<file path="src/rtl/seq_match_monitor_pkg.sv">
// seq_mon_pkg
//   Shared types and helpers for the sequence-match monitor.
//   state_t  : monitor FSM encoding (2'd3 is unused and recovers to S_IDLE)
//   sat_inc  : saturating add of `inc` to `value`, clamped to 2**width-1
package seq_mon_pkg;

    typedef enum logic [1:0] {
        S_IDLE   = 2'd0,
        S_RUN    = 2'd1,
        S_LOCKED = 2'd2
    } state_t;

    // Works for widths 1..32; the 33-bit sum keeps the carry so a full
    // 32-bit counter still clamps instead of wrapping.
    function automatic logic [31:0] sat_inc(input logic [31:0] value,
                                            input logic [31:0] inc,
                                            input int unsigned width);
        logic [32:0] sum;
        logic [32:0] max;
        max = (33'd1 << width) - 33'd1;
        sum = {1'b0, value} + {1'b0, inc};
        if (sum > max) begin
            sum = max;
        end
        return sum[31:0];
    endfunction

endpackage

</file>
<file path="src/rtl/seq_match_monitor_if.sv">
// seq_match_monitor_if
//   Control/status bundle of the sequence-match monitor.
//   Inputs to the monitor : en, match, clr, alarm_ack
//   Outputs of the monitor: win_count[CNT_W], win_valid, alarm,
//                           total_count[TOT_W], active, locked
//   master : the side driving the controls (software / detector side)
//   slave  : the monitor itself
interface seq_match_monitor_if #(
    parameter int unsigned CNT_W = 8,
    parameter int unsigned TOT_W = 16
);
    logic             en;
    logic             match;
    logic             clr;
    logic             alarm_ack;
    logic [CNT_W-1:0] win_count;
    logic             win_valid;
    logic             alarm;
    logic [TOT_W-1:0] total_count;
    logic             active;
    logic             locked;

    modport master (
        output en, match, clr, alarm_ack,
        input  win_count, win_valid, alarm, total_count, active, locked
    );

    modport slave (
        input  en, match, clr, alarm_ack,
        output win_count, win_valid, alarm, total_count, active, locked
    );
endinterface

</file>
<file path="src/rtl/seq_match_monitor_sat_cnt.sv">
// seq_sat_cnt
//   Synchronous saturating up-counter; holds at 2**W-1 and never wraps.
//   clk : clock (posedge)
//   rst : synchronous active-high reset to 0
//   clr : synchronous clear to 0 (wins over inc)
//   inc : add one this cycle
//   out : current count [W]
module seq_sat_cnt
    import seq_mon_pkg::*;
#(
    parameter int unsigned W = 8
) (
    input  logic         clk,
    input  logic         rst,
    input  logic         clr,
    input  logic         inc,
    output logic [W-1:0] out
);

    always_ff @(posedge clk) begin
        if (rst || clr) begin
            out <= '0;
        end else if (inc) begin
            out <= W'(sat_inc(32'(out), 32'd1, W));
        end
    end

endmodule

</file>
<file path="src/rtl/seq_match_monitor.sv">
// seq_match_monitor
//   Counts detector match pulses over back-to-back windows of WIN_LEN cycles,
//   publishes each window's count, raises a sticky alarm when a window count
//   reaches THRESH, and keeps a saturating lifetime total. With
//   LOCK_ON_ALARM=1 counting stops on alarm until alarm_ack.
//   clk : clock (posedge)
//   rst : synchronous active-high reset
//   bus : seq_match_monitor_if.slave
//         in : en, match, clr, alarm_ack
//         out: win_count, win_valid, alarm, total_count, active, locked
module seq_match_monitor
    import seq_mon_pkg::*;
#(
    parameter int unsigned WIN_LEN       = 16,
    parameter int unsigned CNT_W         = 8,
    parameter int unsigned THRESH        = 4,
    parameter int unsigned TOT_W         = 16,
    parameter bit          LOCK_ON_ALARM = 1'b1
) (
    input  logic                clk,
    input  logic                rst,
    seq_match_monitor_if.slave  bus
);

    localparam int unsigned BC_W = $clog2(WIN_LEN);
    localparam logic [BC_W-1:0] LAST_CYC = BC_W'(WIN_LEN - 1);

    state_t           state, state_nx;
    logic [BC_W-1:0]  bit_cnt, bit_cnt_nx;
    logic [CNT_W-1:0] win_acc;
    logic [CNT_W-1:0] win_final;
    logic [CNT_W-1:0] win_count;
    logic [TOT_W-1:0] total_count;
    logic             win_valid;
    logic             alarm;
    logic             acc_clr;
    logic             cnt_en;
    logic             win_upd;
    logic             alarm_set;

    // Window total including this cycle's match, used on the last window cycle.
    assign win_final = CNT_W'(sat_inc(32'(win_acc), 32'(bus.match), CNT_W));

    always_comb begin
        state_nx   = state;
        bit_cnt_nx = bit_cnt;
        acc_clr    = 1'b0;
        cnt_en     = 1'b0;
        win_upd    = 1'b0;
        alarm_set  = 1'b0;
        unique case (state)
            S_IDLE: begin
                acc_clr    = 1'b1;
                bit_cnt_nx = '0;
                if (bus.en) begin
                    state_nx = S_RUN;
                end
            end
            S_RUN: begin
                if (bus.clr || !bus.en) begin
                    // Partial window discarded; clr keeps running unless en drops.
                    acc_clr    = 1'b1;
                    bit_cnt_nx = '0;
                    state_nx   = bus.en ? S_RUN : S_IDLE;
                end else begin
                    cnt_en = 1'b1;
                    if (bit_cnt == LAST_CYC) begin
                        win_upd    = 1'b1;
                        acc_clr    = 1'b1;
                        bit_cnt_nx = '0;
                        if (win_final >= CNT_W'(THRESH)) begin
                            alarm_set = 1'b1;
                            if (LOCK_ON_ALARM) begin
                                state_nx = S_LOCKED;
                            end
                        end
                    end else begin
                        bit_cnt_nx = bit_cnt + 1'b1;
                    end
                end
            end
            S_LOCKED: begin
                acc_clr    = 1'b1;
                bit_cnt_nx = '0;
                if (bus.clr || bus.alarm_ack || !bus.en) begin
                    state_nx = bus.en ? S_RUN : S_IDLE;
                end
            end
            default: begin
                acc_clr    = 1'b1;
                bit_cnt_nx = '0;
                state_nx   = S_IDLE;
            end
        endcase
    end

    always_ff @(posedge clk) begin
        if (rst) begin
            state   <= S_IDLE;
            bit_cnt <= '0;
        end else begin
            state   <= state_nx;
            bit_cnt <= bit_cnt_nx;
        end
    end

    always_ff @(posedge clk) begin
        if (rst || bus.clr) begin
            win_count <= '0;
            win_valid <= 1'b0;
        end else begin
            win_valid <= win_upd;
            if (win_upd) begin
                win_count <= win_final;
            end
        end
    end

    // A set on the same edge as an ack wins, so the alarm is never lost.
    always_ff @(posedge clk) begin
        if (rst || bus.clr) begin
            alarm <= 1'b0;
        end else if (alarm_set) begin
            alarm <= 1'b1;
        end else if (bus.alarm_ack) begin
            alarm <= 1'b0;
        end
    end

    seq_sat_cnt #(.W(CNT_W)) u_win_acc (
        .clk (clk),
        .rst (rst),
        .clr (acc_clr),
        .inc (cnt_en & bus.match),
        .out (win_acc)
    );

    seq_sat_cnt #(.W(TOT_W)) u_total (
        .clk (clk),
        .rst (rst),
        .clr (bus.clr),
        .inc (cnt_en & bus.match),
        .out (total_count)
    );

    assign bus.win_count   = win_count;
    assign bus.win_valid   = win_valid;
    assign bus.alarm       = alarm;
    assign bus.total_count = total_count;
    assign bus.active      = (state != S_IDLE);
    assign bus.locked      = (state == S_LOCKED);

endmodule

</file>
<file path="src/flat_wrapper.sv">
// flat-port wrapper written by rule: the top's interface ports become plain ports
module seq_match_monitor_flat import seq_mon_pkg::*;
#(
    parameter int unsigned WIN_LEN       = 16,
    parameter int unsigned CNT_W         = 8,
    parameter int unsigned THRESH        = 4,
    parameter int unsigned TOT_W         = 16,
    parameter bit          LOCK_ON_ALARM = 1'b1
)
  (clk, rst, bus_en, bus_match, bus_clr, bus_alarm_ack, bus_win_count, bus_win_valid, bus_alarm, bus_total_count, bus_active, bus_locked);
  seq_match_monitor_if #(.CNT_W(CNT_W), .TOT_W(TOT_W)) bus_i ();
  input  logic clk;
  input  logic rst;
  input wire logic [$bits(bus_i.en)-1:0] bus_en;
  input wire logic [$bits(bus_i.match)-1:0] bus_match;
  input wire logic [$bits(bus_i.clr)-1:0] bus_clr;
  input wire logic [$bits(bus_i.alarm_ack)-1:0] bus_alarm_ack;
  output wire logic [$bits(bus_i.win_count)-1:0] bus_win_count;
  output wire logic [$bits(bus_i.win_valid)-1:0] bus_win_valid;
  output wire logic [$bits(bus_i.alarm)-1:0] bus_alarm;
  output wire logic [$bits(bus_i.total_count)-1:0] bus_total_count;
  output wire logic [$bits(bus_i.active)-1:0] bus_active;
  output wire logic [$bits(bus_i.locked)-1:0] bus_locked;
  assign bus_i.en = bus_en;
  assign bus_i.match = bus_match;
  assign bus_i.clr = bus_clr;
  assign bus_i.alarm_ack = bus_alarm_ack;
  assign bus_win_count = bus_i.win_count;
  assign bus_win_valid = bus_i.win_valid;
  assign bus_alarm = bus_i.alarm;
  assign bus_total_count = bus_i.total_count;
  assign bus_active = bus_i.active;
  assign bus_locked = bus_i.locked;
  seq_match_monitor #(.WIN_LEN(WIN_LEN), .CNT_W(CNT_W), .THRESH(THRESH), .TOT_W(TOT_W), .LOCK_ON_ALARM(LOCK_ON_ALARM)) u_core (.clk(clk), .rst(rst), .bus(bus_i));
endmodule
</file>
<file path="config.mk">
export PLATFORM = sky130hd
export DESIGN_NAME = seq_match_monitor_flat
export DESIGN_NICKNAME = d
export VERILOG_FILES = /design/src/rtl/seq_match_monitor_pkg.sv /design/src/rtl/seq_match_monitor_if.sv /design/src/rtl/seq_match_monitor_sat_cnt.sv /design/src/rtl/seq_match_monitor.sv /design/src/flat_wrapper.sv
export SDC_FILE = /design/constraint.sdc
export NUM_CORES = 1
export LEC_CHECK = 0
export CORE_ASPECT_RATIO = 0.6
export CORE_UTILIZATION = 35
export DETAILED_ROUTE_END_ITERATION = 10
export PLACE_DENSITY = 0.64
export SYNTH_ARGS = -nofsm -noshare
export SYNTH_HDL_FRONTEND = slang
export SYNTH_SLANG_ARGS = --single-unit
</file>
<file path="constraint.sdc">
create_clock -name clk -period 5.3 [get_ports clk]
set_clock_uncertainty 0.15 [all_clocks]
set_input_delay 1.06 -clock clk [delete_from_list [all_inputs] [get_ports clk]]
set_output_delay 1.06 -clock clk [all_outputs]
set_load 0.02 [all_outputs]
</file>
==> results by group, run 1 <==
Run status
  – Status: complete, no violations

Worst setup path
  – CP Max Fanout: 5
  – Critical Path Start Type: input pin
  – WP data arrival: 3.34 ns
  – Crit Path Class: input pin to flop
  – Data required, critical path: 5.39 ns
  – CP endpoint kind: flop
  – R2r setup slk: approximately 2.8 ns
  – Worst flop-to-flop path startpoint: u_core.u_win_acc.out[0]
  – R2r endpoint: u_core.state[0]
  – Worst R2R Path Depth: 7

Floorplan
  – Std cell rows: 21
  – Initial Util: a little under two fifths
  – Core Region: 0.00578 mm²
  – Die height: roughly 63 µm
  – Die width: ~100 µm
  – Die area: 0.00657 mm²
  – I/O pin count: 34

Min path
  – Hold path depth: 1
  – WHS Endpoint: u_core.bit_cnt[0]
  – Origin of the worst min-delay path: u_core.bit_cnt[0]
  – Hold Path Class: flop to flop

Route
  – ANT nets after route: 0
  – Met1 WL: 3000 µm
  – Highest metal used: met4
  – Vias: roughly 2000
  – WL final: 5520 µm
  – Avg Vias per Cell: ~5.6
  – Wire length on met2: around 2000 µm
  – DRC violations left: 0
  – WL/cell: 15.0 µm
  – DR iter-0 viols: 162
  – WL met3: around 460 µm
  – Router iterations before antenna repair: 4

Cells and area
  – Ant diodes: 0
  – Layout net count: 300
  – Layout cells sized above 1: roughly 7%
  – Final Core Density: 45.6%
  – Fillers: 569
  – Area delta synth->final: 20.7%
  – Final non-filler cell total: 367

STA
  – Minimum clock period: 3.25 ns
  – Slew Limit Headroom: 39.4%
  – Count of final setup violators: 0
  – RSZ-0062 raised after global routing: no
  – Slew @ Worst Pin: 0.905 ns
  – Worst hold margin: 0.308 ns
  – Fmax: about 0.31 GHz
  – Max-slew violation count: 0
  – Final period util: 61.3%
  – Setup TNS: 0 ns
  – Final Hold Fails: 0

Global route
  – Grt ovf: 0
  – GRT Util Overall: 17.9%
  – Vias in the first global route: 1790
  – Largest net degree at the start of global routing: 19
  – First-pass GRT wire length: 9270 µm
  – Initial antenna violation count: 0

Placement
  – Post-DP HPWL: 4100 µm
  – DP Cell Count: 360
  – PortBufs: 33
  – Gp weighted congestion: 0.855

Clock tree
  – Post-CTS Hold Fix Bufs: 0
  – Sink Count: 40
  – CTS Buf Count: 5
  – Post-CTS setup buffer count: 0
  – CTS tree: done
  – Clk buf depth: 2
  – Root Driver: clkbuf_8
  – Worst-skew pair later-pin latency: 0.29 ns
  – H-tree level count: 2
  – Worst-path clk slew: ~0.08 ns
  – Post_cts resized: 0

Pwr
  – Maximum vdd drop: 0.0953 mV
  – Total power: just over 0.0005 W
  – Power density over the cells: 197 mW/mm²
  – Leakage: 0.986 nW

Yosys
  – YS warnings: 0
  – Number of synthesized flops with an enable pin: 0
  – Count leader, synth: dfxtp_1
  – Cell count after synthesis: 260
  – Main area contributors after synthesis: dfxtp_1 37%, and3_1 4.3%, nor2_1 4.3%, ha_1 4.0%, a21oi_1 3.7%
  – Avg Cell Area, Syn: roughly 8.4 µm²
  – Area leader, netlist: dfxtp_1
  – Async SR Flop Fraction: 0%
  – Synth top cells by count: 40 x dfxtp_1, 25 x nor2_1, 16 x a21oi_1
  – Syn Std Cell Area: roughly 0.0022 mm²
  – Synth top area share: 36.7%
  – Main synth FF type: dfxtp_1
  – Mapped Nets: between 200 and 300
  – Sequential share of the synthesized area: approximately 37%
  – Yosys cell types: 49
  – #FFs+latches synth: 40

Flow run
  – Max_cap viols: 0
[cell type report]
type | count | area (µm²) | area share [%]
multi-input cells | 201 | 1300 | 49.2
clock inverters | 2 | 12.5 | 0.475
well taps | 80 | 100 | 3.80
repair buffers | 34 | 338 | 12.8
clock buffers | 5 | 68.8 | 2.61
inverters | 5 | 18.8 | 0.712
flip-flops and latches | 40 | 801 | 30.4
[flip-flops by register name, summed over array words and instances, names as in the netlist]
register,flops
u_core.bus.alarm,1
u_core.u_win_acc.out,8
u_core.state,2
u_core.bit_cnt,4
u_core.u_total.out,16
u_core.bus.win_count,8
u_core.bus.win_valid,1
[cells in the final DEF, fill, tap and decap left out, drive strengths merged, types with 4 or more instances in the layout]
master         Yosys  final
a31oi              8      8
clkdlybuf4s50      0     33
and4               4      4
mux2i              6      6
a21oi             16     16
and2              10     10
clkbuf             7      5
nand2             16     16
dfxtp             40     40
nand4              9      9
xnor2              4      4
ha                 7      7
and3              15     15
inv                5      5
o21ai             16     16
nor2              25     25
nand3             14     14
xor2               4      4
nor3               8      8
[worst max-delay path, cell delays in order]
cell	delay, ns
clkdlybuf4s50_1	0.47
ha_1	0.28
ha_1	0.22
and3_1	0.24
nor3_1	0.14
a31oi_1	0.07
or4_4	0.48
a41oi_2	0.21
o211a_1	0.17
[worst max-delay path by stage]
stage | start | to | slack [ns] | cells after the start
2_1_floorplan | bus_match | u_core.state[0] | 2.35 | 9
3_3_place_gp | bus_match | u_core.state[0] | 1.85 | 9
3_5_place_dp | bus_match | u_core.state[0] | 1.76 | 9
4_1_cts | bus_match | u_core.state[0] | 2.07 | 9
5_1_grt | bus_match | u_core.state[0] | 1.97 | 9
6_report | bus_match | u_core.state[0] | 2.05 | 9
[report_power, final]
group	internal (W)	switching, W	leakage (nW)	total (W)
clock	0.0000892	0.000109	0.0400	0.000198
sequential	0.000301	0.00000104	0.322	0.000302
combinational	0.00000748	0.0000107	0.623	0.0000182
[logic make-up after synthesis]
| family | synth area share, % |
|---|---|
| simple gates | 29.1 |
| compound gates | 20.3 |
| flops | 36.7 |
| buf+inv | 3.90 |
| xor+xnor | 3.21 |
| fa+ha+maj | 4.01 |
| mux | 2.75 |
[metal layers]
metal | track usage [%] | vias up
met5 | 0 | -
met4 | 5.00 | 0
met3 | 5.18 | 10
met2 | 21.3 | 89
met1 | 29.0 | 924
li1 | - | 1019
[stage by stage]
step | setup WS (ns) | cell area, µm²
2_1_floorplan | 2.35 | 2180
3_3_place_gp | 1.85 | 2550
3_5_place_dp | 1.76 | 2550
4_1_cts | 2.07 | 2640
5_1_grt | 1.97 | 2640
6_report | 2.05 | 2640
No activity file was read; power rests on OpenSTA's default activity.
==> run 2, diff against run 1 <==
==> constraint.sdc (replaced) <==
create_clock -name clk -period 3.1 [get_ports clk]
set_clock_uncertainty 0.15 [all_clocks]
set_input_delay 0.62 -clock clk [delete_from_list [all_inputs] [get_ports clk]]
set_output_delay 0.62 -clock clk [all_outputs]
set_load 0.02 [all_outputs]
==> run 2 against run 1 <==
  * Non-clock buffer count grew 8
  * Critical path depth did not move
  * Hold slack improved by 0.020 ns
==> results by group, run 2 (same netlist as run 1, synthesis figures left out) <==
Worst setup path
  – WP data arrival: 2.84 ns
  – CP cell instances: clkdlybuf4s50_1 > ha_1 > ha_1 > and3_1 > nor3_1 > a31oi_1 > or4_4 > a41oi_2 > o211a_1
  – Slowest-stage cell, CP: or4_4
  – Crit-path max cell delay: around 0.48 ns
  – CP Max Fanout: 5
  – CP bufs+invs: 1
  – CP most frequent cell: ha_1
  – Data required, critical path: around 3.2 ns
  – Crit Path Class: input pin to flop
  – Top delay family on crit path: simple AND/OR/NAND/NOR gates
  – Critical Path Start Type: input pin
  – CP endpoint kind: flop

STA
  – Slew Limit Headroom: 65.8%
  – Final period util: between 80% and 90%
  – Count of final setup violators: 0
  – Minimum clock period: 2.74 ns
  – RSZ-0062 raised after global routing: no
  – Max-slew violation count: 0
  – Slew @ Worst Pin: 0.512 ns
  – Setup TNS: 0 ns
  – Fmax: 0.365 GHz
  – Final Hold Fails: 0

Clock tree
  – Post-CTS setup buffer count: 0
  – CTS Buf Count: 5
  – Worst-path clk slew: roughly 0.080 ns
  – Clk buf depth: 2
  – Worst-skew pair later-pin latency: between 0.2 and 0.3 ns
  – Post_cts resized: 0
  – Root Driver: clkbuf_8
  – Post-CTS Hold Fix Bufs: 0
  – CTS tree: done
  – Sink Count: 40
  – H-tree level count: 2

Placement
  – Gp weighted congestion: 0.866
  – Post-DP HPWL: 4270 µm
  – DP Cell Count: 368
  – PortBufs: 33

Pwr
  – Power density over the cells: 368 mW/mm²
  – Sequential cell fraction of total power: 51.3%
  – Combinational Power Share: 3.3%
  – Clock power share: between 40 and 50%
  – Switch Pwr: 0.000214 W
  – Leakage: 1.05 nW
  – Maximum vdd drop: 0.237 mV
  – Internal power: 0.000792 W
  – Switching Fraction: 21.3%
  – Total power: 0.00101 W

Cells and area
  – Area delta synth->final: 25.3%
  – Layout net count: 308
  – Most common cell after layout, fill and taps aside: dfxtp_1
  – Ant diodes: 0
  – Commonest cells after routing, fill and taps aside: 40 x dfxtp_1, 33 x clkdlybuf4s50_1, 25 x nor2_1
  – Largest register by flop count: u_core.u_total.out
  – Max reg flops: 16
  – Top flop regs: u_core.u_total.out (16), u_core.bus.win_count (8), u_core.u_win_acc.out (8)
  – Layout cells sized above 1: 9.80%
  – Final non-filler cell total: between 300 and 400

Floorplan
  – Die area: 0.00657 mm²
  – Core Region: 0.00578 mm²
  – Initial Util: 37.8%
  – Die height: about 63 µm
  – Die width: between 100 and 150 µm
  – Std cell rows: 21
  – I/O pin count: 34

Flow run
  – Max_cap viols: 0

Route
  – Avg Vias per Cell: about 5.4
  – WL/cell: 15.3 µm
  – DR iter-0 viols: 150
  – Router iterations before antenna repair: 4
  – WL final: 5770 µm
  – DRC violations left: 0
  – Vias: 2037
  – ANT nets after route: 0

Run status
  – Status: complete, no violations

Global route
  – Initial antenna violation count: 0
  – First-pass GRT wire length: 9790 µm
  – Grt ovf: 0
  – GRT Util Overall: 18.7%
  – Vias in the first global route: 1916
  – Largest net degree at the start of global routing: 16

Min path
  – Hold Path Class: flop to flop
==> run 2: metrics by stage <==
step	area, µm²	hold slack, ns	setup WS (ns)	util, %
after global placement	2620	0.290	0.0937	45.2
after CTS	2740	0.318	0.359	47.3
final	2740	0.327	0.357	47.3
after global routing	2740	0.336	0.277	47.3
after floorplan	2180	0.268	0.590	-
after detailed placement	2620	0.301	0.0543	45.2
==> run 2: path summary, 6_finish.rpt <==
check | endpoint | cells past startpoint | start | slack, ns
hold reg to reg | u_core.bit_cnt[0] | 1 | u_core.bit_cnt[0] | 0.33
hold / removal | u_core.bit_cnt[0] | 1 | u_core.bit_cnt[0] | 0.33
setup reg to reg | u_core.state[0] | 7 | u_core.u_win_acc.out[0] | 0.66
setup / recovery | u_core.state[0] | 9 | bus_match | 0.36
==> run 2: area by class of cell <==
| type | instances | area, µm² |
|---|---|---|
| sequential | 40 | 801 |
| timing repair buffer | 42 | 398 |
| clock buffer | 6 | 82.6 |
| multi-input combinational | 201 | 1300 |
| clock inverter | 2 | 38.8 |
| fill | 577 | 3040 |
| tap | 80 | 100 |
| inverter | 5 | 18.8 |
==> run 2: power groups by stage <==
stage	logic [W]	clock network, W	registers (W)
global route	0.0000357	0.000497	0.000517
CTS	0.0000329	0.000467	0.000516
floorplan	0.0000161	0	0.000528
finish	0.0000327	0.000457	0.000516
global placement	0.0000326	0	0.000528
detailed placement	0.0000328	0	0.000528
==> run 2: routing by layer <==
layer	part of all wire, %	vias up	global-route usage, %
met4	0.66	0	4.11
met5	0	-	0
met1	57	939	29.6
met3	6.5	5	4.66
met2	36	59	24.5
li1	-	1034	-
==> run 3, diff against run 2 <==
--- a/config.mk
+++ b/config.mk
@@ -6,8 +6,10 @@
 export NUM_CORES = 1
 export LEC_CHECK = 0
 export CORE_ASPECT_RATIO = 0.6
+export CORE_MARGIN = 4
 export CORE_UTILIZATION = 35
 export DETAILED_ROUTE_END_ITERATION = 10
+export HOLD_SLACK_MARGIN = 0.06
 export PLACE_DENSITY = 0.64
 export SYNTH_ARGS = -nofsm -noshare
 export SYNTH_HDL_FRONTEND = slang
==> run 3 against run 2 <==
  * Combinational power rose by 4%
  * Final cell count did not move
  * Register-to-register slack improved by 0.07 ns
  * First-iteration DRC count fell by 24%
  * Total power rose by 1.0%
  * Critical path depth did not move
  * Sequential share of layout area fell by 0.053 points
  * Setup slack got worse by 0.028 ns
  * Global-route usage fell by 3.1 points
==> results by group, run 3 (same netlist as run 1, synthesis figures left out) <==
Clock tree
  – Post-CTS Hold Fix Bufs: 0
  – Clk buf depth: 2
  – Root Driver: clkbuf_8
  – CTS Buf Count: 5
  – Sink Count: 40
  – Post_cts resized: 0
  – Post-CTS setup buffer count: 0
  – H-tree level count: 2
  – CTS tree: done
  – Worst-path clk slew: 0.08 ns
  – Worst-skew pair later-pin latency: 0.29 ns

STA
  – Slew @ Worst Pin: about 0.57 ns
  – Max-slew violation count: 0
  – Final Hold Fails: 0
  – Setup TNS: 0 ns
  – Minimum clock period: 2.77 ns
  – Count of final setup violators: 0
  – RSZ-0062 raised after global routing: no
  – Final period util: between 80% and 90%
  – Slew Limit Headroom: 61.9%
  – Fmax: 0.361 GHz

Route
  – DRC violations left: 0
  – Avg Vias per Cell: 5.58
  – Router iterations before antenna repair: 6
  – ANT nets after route: 0
  – Vias: 2099
  – WL/cell: roughly 16 µm
  – WL final: 5870 µm
  – DR iter-0 viols: 114

Floorplan
  – Std cell rows: 21
  – I/O pin count: 34
  – Die height: between 60 and 70 µm
  – Die area: 0.00761 mm²
  – Initial Util: a little under two fifths
  – Die width: 110 µm
  – Core Region: 0.00581 mm²

Pwr
  – Leakage: 1.05 nW
  – Power density over the cells: 371 mW/mm²
  – Maximum vdd drop: 0.157 mV

Min path
  – Hold Path Class: flop to flop

Worst setup path
  – CP bufs+invs: 1
  – WP data arrival: 2.87 ns
  – Crit-path max cell delay: 0.47 ns
  – Data required, critical path: 3.20 ns
  – CP cell instances: clkdlybuf4s50_1 > ha_1 > ha_1 > and3_1 > nor3_1 > a31oi_1 > or4_4 > a41oi_2 > o211a_1
  – CP endpoint kind: flop
  – Crit Path Class: input pin to flop
  – CP Max Fanout: 4
  – Critical Path Start Type: input pin
  – Top delay family on crit path: simple AND/OR/NAND/NOR gates
  – CP most frequent cell: ha_1
  – Slowest-stage cell, CP: clkdlybuf4s50_1

Cells and area
  – Max reg flops: 16
  – Layout cells sized above 1: 9.80%
  – Area of the multi-input gates: about 0.0013 mm²
  – Area delta synth->final: 25.6%
  – Reg area: 801 µm²
  – Largest register by flop count: u_core.u_total.out
  – Fillers: ~560
  – Most common cell after layout, fill and taps aside: dfxtp_1
  – Final non-filler cell total: 376
  – Top flop regs: u_core.u_total.out (16), u_core.bus.win_count (8), u_core.u_win_acc.out (8)
  – Layout net count: 308
  – Ant diodes: 0
  – Commonest cells after routing, fill and taps aside: 40 x dfxtp_1, 33 x clkdlybuf4s50_1, 25 x nor2_1
  – Final Core Density: 47.2%

Placement
  – DP Cell Count: 368
  – Gp weighted congestion: 0.863
  – Post-DP HPWL: 4390 µm
  – PortBufs: 33

Global route
  – Grt ovf: 0
  – Vias in the first global route: 1812
  – Largest net degree at the start of global routing: 18
  – Initial antenna violation count: 0
  – GRT Util Overall: between 10% and 20%
  – First-pass GRT wire length: 9460 µm

Flow run
  – Max_cap viols: 0

Run status
  – Status: complete, no violations
## run 3: changes by cell type in the layout (fill, tap and decap cells not counted), sizes merged
cell,before,now
clkinv,1,0
clkbuf,6,7
## run 3: area by class of cell
cell class	count	share of cell area, %
Tap cell	80	3.65
Clock buffer	7	3.51
Sequential cell	40	29.2
Clock inverter	1	1.10
Multi-Input combinational cell	201	47.3
Timing Repair Buffer	42	14.5
Inverter	5	0.685
## run 3: final timing paths
kind                      startpoint                 to  slack [ns]  depth (start not counted)
min                u_core.bit_cnt[0]  u_core.bit_cnt[0]        0.30                          1
max reg2reg  u_core.u_win_acc.out[0]    u_core.state[0]        0.73                          8
max                        bus_match    u_core.state[0]        0.33                          9
min reg2reg        u_core.bit_cnt[0]  u_core.bit_cnt[0]        0.30                          1
## run 3: per-layer routing
metal	track usage [%]	part of all wire (%)	vias up	routed length, µm
li1	-	-	1042	-
met1	26.3	55	966	3250
met2	16.9	34	83	2010
met3	6.33	9.2	8	539
met4	4.29	1.1	0	65
met5	0	0	-	0
## run 3: worst register-to-register path: stages, from the launching register on
cell and delay (ns):
dfxtp_1 0.47, ha_1 0.28, ha_1 0.21, nand2_1 0.08
a21oi_1 0.15, nor2_1 0.06, or4_4 0.55, a41oi_2 0.21
o211a_1 0.16
## run 3: power breakdown
part	total [W]	switching, W	internal (W)
Sequential	0.000516	0.00000183	0.000514
Clock	0.000466	0.000182	0.000284
Combinational	0.0000339	0.0000196	0.0000143
## run 3: metrics by stage
step	area, µm²	hold slack [ns]	power [W]	setup WS, ns
floorplan	2180	0.268	0.000544	0.590
global placement	2620	0.291	0.000562	0.106
detailed placement	2620	0.288	0.000562	0.0319
CTS	2740	0.306	0.00103	0.354
global route	2740	0.321	0.00106	0.228
finish	2740	0.304	0.00102	0.329
